## config.mk

```make
export PLATFORM = sky130hd
export DESIGN_NAME = seq_divider
export DESIGN_NICKNAME = d
export VERILOG_FILES = /design/src/rtl/seq_divider.sv
export SDC_FILE = /design/constraint.sdc
export NUM_CORES = 1
export LEC_CHECK = 0
export BUFFER_PORTS_ARGS = -buffer_cell sky130_fd_sc_hd__clkbuf_2
export CAP_MARGIN = 10
export CORE_MARGIN = 8
export CORE_UTILIZATION = 60
export CTS_CLUSTER_DIAMETER = 200
export DETAILED_ROUTE_END_ITERATION = 10
export PLACE_DENSITY = 0.79
export SETUP_SLACK_MARGIN = 0.2
export SKIP_CTS_REPAIR_TIMING = 1
export SLEW_MARGIN = 20
export SYNTH_ARGS = -nofsm -noshare
export SYNTH_HDL_FRONTEND = slang
export SYNTH_SLANG_ARGS = --single-unit
export TNS_END_PERCENT = 50
```

## constraint.sdc

```tcl
create_clock -name clk -period 6.2 [get_ports clk]
set_input_delay 1.24 -clock clk [delete_from_list [all_inputs] [get_ports clk]]
set_output_delay 1.24 -clock clk [all_outputs]
set_load 0.02 [all_outputs]
```

## src/rtl/seq_divider.sv

```systemverilog
// Multi-cycle unsigned restoring divider producing one quotient bit per clock.
// A zero divisor skips the iterations and returns all-ones with the dividend as remainder.
module seq_divider #(
    parameter int unsigned MBITS = 16
) (
    input  logic             clk,
    input  logic             rst_n,
    input  logic             start,
    input  logic [MBITS-1:0] dividend,
    input  logic [MBITS-1:0] divisor,
    output logic [MBITS-1:0] quotient,
    output logic [MBITS-1:0] remainder,
    output logic             busy,
    output logic             done,
    output logic             div_by_zero
);

    localparam int unsigned CW = $clog2(MBITS + 1);

    typedef enum logic [1:0] {
        IDLE = 2'd0,
        CALC = 2'd1,
        DONE = 2'd2
    } state_t;

    state_t           state;
    logic [MBITS-1:0] d;
    logic [MBITS-1:0] q;
    logic [MBITS-1:0] r;
    logic [CW-1:0]    count;

    logic [MBITS:0]   rs;
    logic [MBITS:0]   trial;
    logic [MBITS-1:0] q_nxt;
    logic [MBITS-1:0] r_nxt;

    // {1'b1,~d}+1 is -d at MBITS+1 bits, so trial[MBITS] set means rs < d (borrow).
    assign rs    = {r, q[MBITS-1]};
    assign trial = rs + {1'b1, ~d} + (MBITS + 1)'(1);
    assign q_nxt = {q[MBITS-2:0], ~trial[MBITS]};
    assign r_nxt = trial[MBITS] ? rs[MBITS-1:0] : trial[MBITS-1:0];

    always_ff @(posedge clk or negedge rst_n) begin
        if (!rst_n) begin
            state       <= IDLE;
            d           <= '0;
            q           <= '0;
            r           <= '0;
            count       <= '0;
            quotient    <= '0;
            remainder   <= '0;
            busy        <= 1'b0;
            done        <= 1'b0;
            div_by_zero <= 1'b0;
        end else begin
            done <= 1'b0;
            case (state)
                IDLE, DONE: begin
                    if (start) begin
                        d <= divisor;
                        q <= dividend;
                        r <= '0;
                        if (divisor != '0) begin
                            count       <= CW'(MBITS);
                            busy        <= 1'b1;
                            div_by_zero <= 1'b0;
                            state       <= CALC;
                        end else begin
                            count       <= '0;
                            quotient    <= '1;
                            remainder   <= dividend;
                            div_by_zero <= 1'b1;
                            done        <= 1'b1;
                            state       <= DONE;
                        end
                    end else begin
                        state <= IDLE;
                    end
                end
                CALC: begin
                    q     <= q_nxt;
                    r     <= r_nxt;
                    count <= count - CW'(1);
                    // Last iteration: publish results straight from the step logic.
                    if (count == CW'(1)) begin
                        quotient  <= q_nxt;
                        remainder <= r_nxt;
                        busy      <= 1'b0;
                        done      <= 1'b1;
                        state     <= DONE;
                    end
                end
                default: begin
                    busy  <= 1'b0;
                    state <= IDLE;
                end
            endcase
        end
    end

endmodule

```

==> results by group <==
Clocking
  • Clock slew at reported path FFs: 90 ps
  • Clock tree buffer depth: 2
  • Root Buffer Master: clkbuf_8
  • CTS sink cnt: 90
  • Clock Latency Late Sink: 350 ps
  • H-tree depth: 3
  • CTS tree: done
  • TritonCTS Buffers: 9

Synth
  • Post-synth cell types: 67
  • Post-Syn Nets: roughly 580
  • Ys Warns: 0
  • Register area share after synthesis: 47.3%
  • Synth Area per Inst: just over 9 µm²
  • Post-Syn Instances: 524
  • Top_reg_cell synth: dfrtp_1
  • Post-synth EDFFs: 0
  • Cell Area, Synth: 4760 µm²
  • Ys async rst share: 100%
  • FF+latch count, synth: 90

Worst setup path
  • Worst r2r src: r[10]$_DFFE_PN0P_
  • Max FO, Critical Path: 50
  • CP arrival: ~3700 ps
  • Critical Path Start: start
  • CP cell instances: clkbuf_2, nand2b_1, nor2_1, nor2_1, inv_1, buf_4, and3_1, a21oi_1, o21ai_1
  • Critical path's slowest cell: nor2_1
  • Levels on crit path: 9
  • Max incr delay on CP: 740 ps
  • Crit-path most repeated cell: nor2_1
  • Family with the most delay on the worst path: simple AND/OR/NAND/NOR gates
  • R2r worst-path depth: 8
  • CP Class: input port to flop
  • Count of buffer and inverter cells on the critical path: 3
  • Setup crit start kind: input port
  • CP Capture Type: flop
  • Reg2reg setup slack: 3180 ps
  • CP Capture Point: remainder[7]$_DFFE_PN0P_
  • FF-to-FF End: remainder[7]$_DFFE_PN0P_
  • Req. time, crit path: 6420 ps

Placed design
  • Buffers on Ports: 69
  • Placer congestion estimate: 0.929
  • # placed instances: 674
  • Pre-CTS WS: 2410 ps
  • Post-DP HPWL: between 8 and 9 mm

Layout
  • Area added between synthesis and finish: 11.7%
  • Most frequent cells in the layout: dfrtp_1 (90), nand2_1 (89), clkbuf_2 (68)
  • Layout cell share with drive strength beyond 1: 17.7%
  • N_diodes: 0
  • Fin nets: 637
  • Commonest non-fill, non-tap cell in the layout: dfrtp_1
  • Fin cells: 689

Timing
  • Final hold violations: 0
  • Rel. slew slack: 39.4%
  • Setup Skew: ~11 ps
  • Max Freq: 287 MHz
  • Final Max Tran Viols: 0
  • RSZ-0062 raised after global routing: no
  • Final worst path period share: approximately 56%
  • Setup_tns: 0 ps
  • Setup ws final: 2720 ps
  • # setup viols final: 0
  • Slew of the pin with the lowest slew margin: about 900 ps
  • Crit path time final: 3480 ps

Routing
  • Routed len/inst: 16.7 µm
  • Antenna-violating nets left: 0
  • 1st-iter DRT viols: between 200 and 250
  • DR vias: a little over 4000
  • Drt total wl: ~11 mm
  • # DRC: 0
  • Drt first pass iters: 4
  • Via density per instance: 5.91

Floorplan
  • Die height: 105 µm
  • Initial Utilization: 61.9%
  • FP Rows: 32
  • Die Area: 11000 µm²
  • Top-level port count: 70
  • Chip Width: about 110 µm
  • Core area: 7690 µm²

Global routing
  • Largest net degree at the start of global routing: 91
  • Initial antenna violation count: 0
  • Total GRT Usage: 21.0%
  • First-pass GRT wire length: 19.2 mm
  • Vias in the first global route: 3921
  • Grt ovf: 0

Outcome
  • Status: completed

Worst hold path
  • Hold Crit Class: flop to flop
  • Hold_sp: busy$_DFFE_PN0P_

Run
  • Max-cap violations: 0
cells in the mapped netlist, types with 2 or more instances:
cell,instances,share of area [%]
dfrtp_1,90,47
nand2_1,89,7.0
nor2_1,48,3.8
a21oi_1,38,4.0
o21ai_0,35,3.7
inv_1,23,1.8
a31oi_1,20,2.6
ha_1,18,4.7
clkbuf_1,15,1.2
o21ai_1,13,1.4
nand3_1,10,1.1
mux2i_1,8,1.7
nor3_1,6,0.63
nor4_1,6,0.79
xnor2_1,6,1.1
nand2b_1,5,0.66
nand4_1,5,0.66
or3_1,5,0.66
xor2_1,5,0.92
a21o_1,4,0.63
and3_1,4,0.53
buf_6,4,0.95
nor2b_1,4,0.53
o211ai_1,4,0.63
a211oi_1,3,0.47
buf_1,3,0.24
a211o_1,2,0.37
a21o_2,2,0.37
a22oi_1,2,0.32
and2_1,2,0.26
clkbuf_8,2,0.58
o21a_1,2,0.32
o22a_1,2,0.37
o22ai_1,2,0.26
o31ai_1,2,0.32
o32a_1,2,0.42
or2b_1,2,0.32
or4_1,2,0.32
area by class of cell:
cell class,count,area [µm²]
Clock buffer,9,124
Clock inverter,6,65.1
Fill cell,615,2370
Inverter,23,86.3
Multi-Input combinational cell,385,2270
Sequential cell,90,2250
Tap cell,102,128
Timing Repair Buffer,74,389
worst reg2reg max path, cell delays in order (launching register included):
cell and delay [ps]:
dfrtp_1 430, ha_1 460, nand4_1 210, or3_1 430
a211oi_2 240, nor3_2 170, nor2_4 440, mux2i_1 390
o21ai_1 110
per-layer routing:
layer | global-route usage, % | routed length, µm
met4 | 7.03 | 224
met2 | 33.6 | 5470
met5 | 0 | 0
met1 | 27.8 | 5200
met3 | 4.48 | 594
how the worst min path moves through the flow:
stage,endpoint,slack (ps),cells past startpoint
after floorplan,d[0]$_DFFE_PN0P_,450,2
after global placement,busy$_DFFE_PN0P_,460,2
after detailed placement,busy$_DFFE_PN0P_,470,2
after CTS,busy$_DFFE_PN0P_,490,2
after global routing,quotient[0]$_DFFE_PN0P_,530,1
final,busy$_DFFE_PN0P_,490,2
logic make-up (layout without fill, tap and decap cells):
family | after synthesis | after routing | synth area share (%)
AND/OR/NAND/NOR | 196 | 196 | 18.8
flip-flops | 90 | 90 | 47.3
XOR/XNOR | 11 | 11 | 2.03
adder cells (fa/ha/maj) | 19 | 19 | 5.16
buffers and inverters | 49 | 112 | 5.02
multiplexers | 9 | 9 | 2.00
AO/OA/AOI/OAI | 150 | 150 | 19.6
state kept, by name, indices dropped and copies added, names as in the netlist:
| register | count |
|---|---|
| busy | 1 |
| count | 5 |
| d | 16 |
| div_by_zero | 1 |
| done | 1 |
| q | 16 |
| quotient | 16 |
| r | 16 |
| remainder | 16 |
| state | 2 |
metrics by stage:
stage	cell area, µm²	hold slack (ps)	util [%]
finish	5310	494	69.1
floorplan	4760	452	-
global route	5310	530	69.1
CTS	5310	494	69.1
global placement	5120	462	66.6
detailed placement	5120	472	66.6
Power is not shown: default switching activity piles up to over one toggle a cycle in this logic, so the estimate is an artifact.
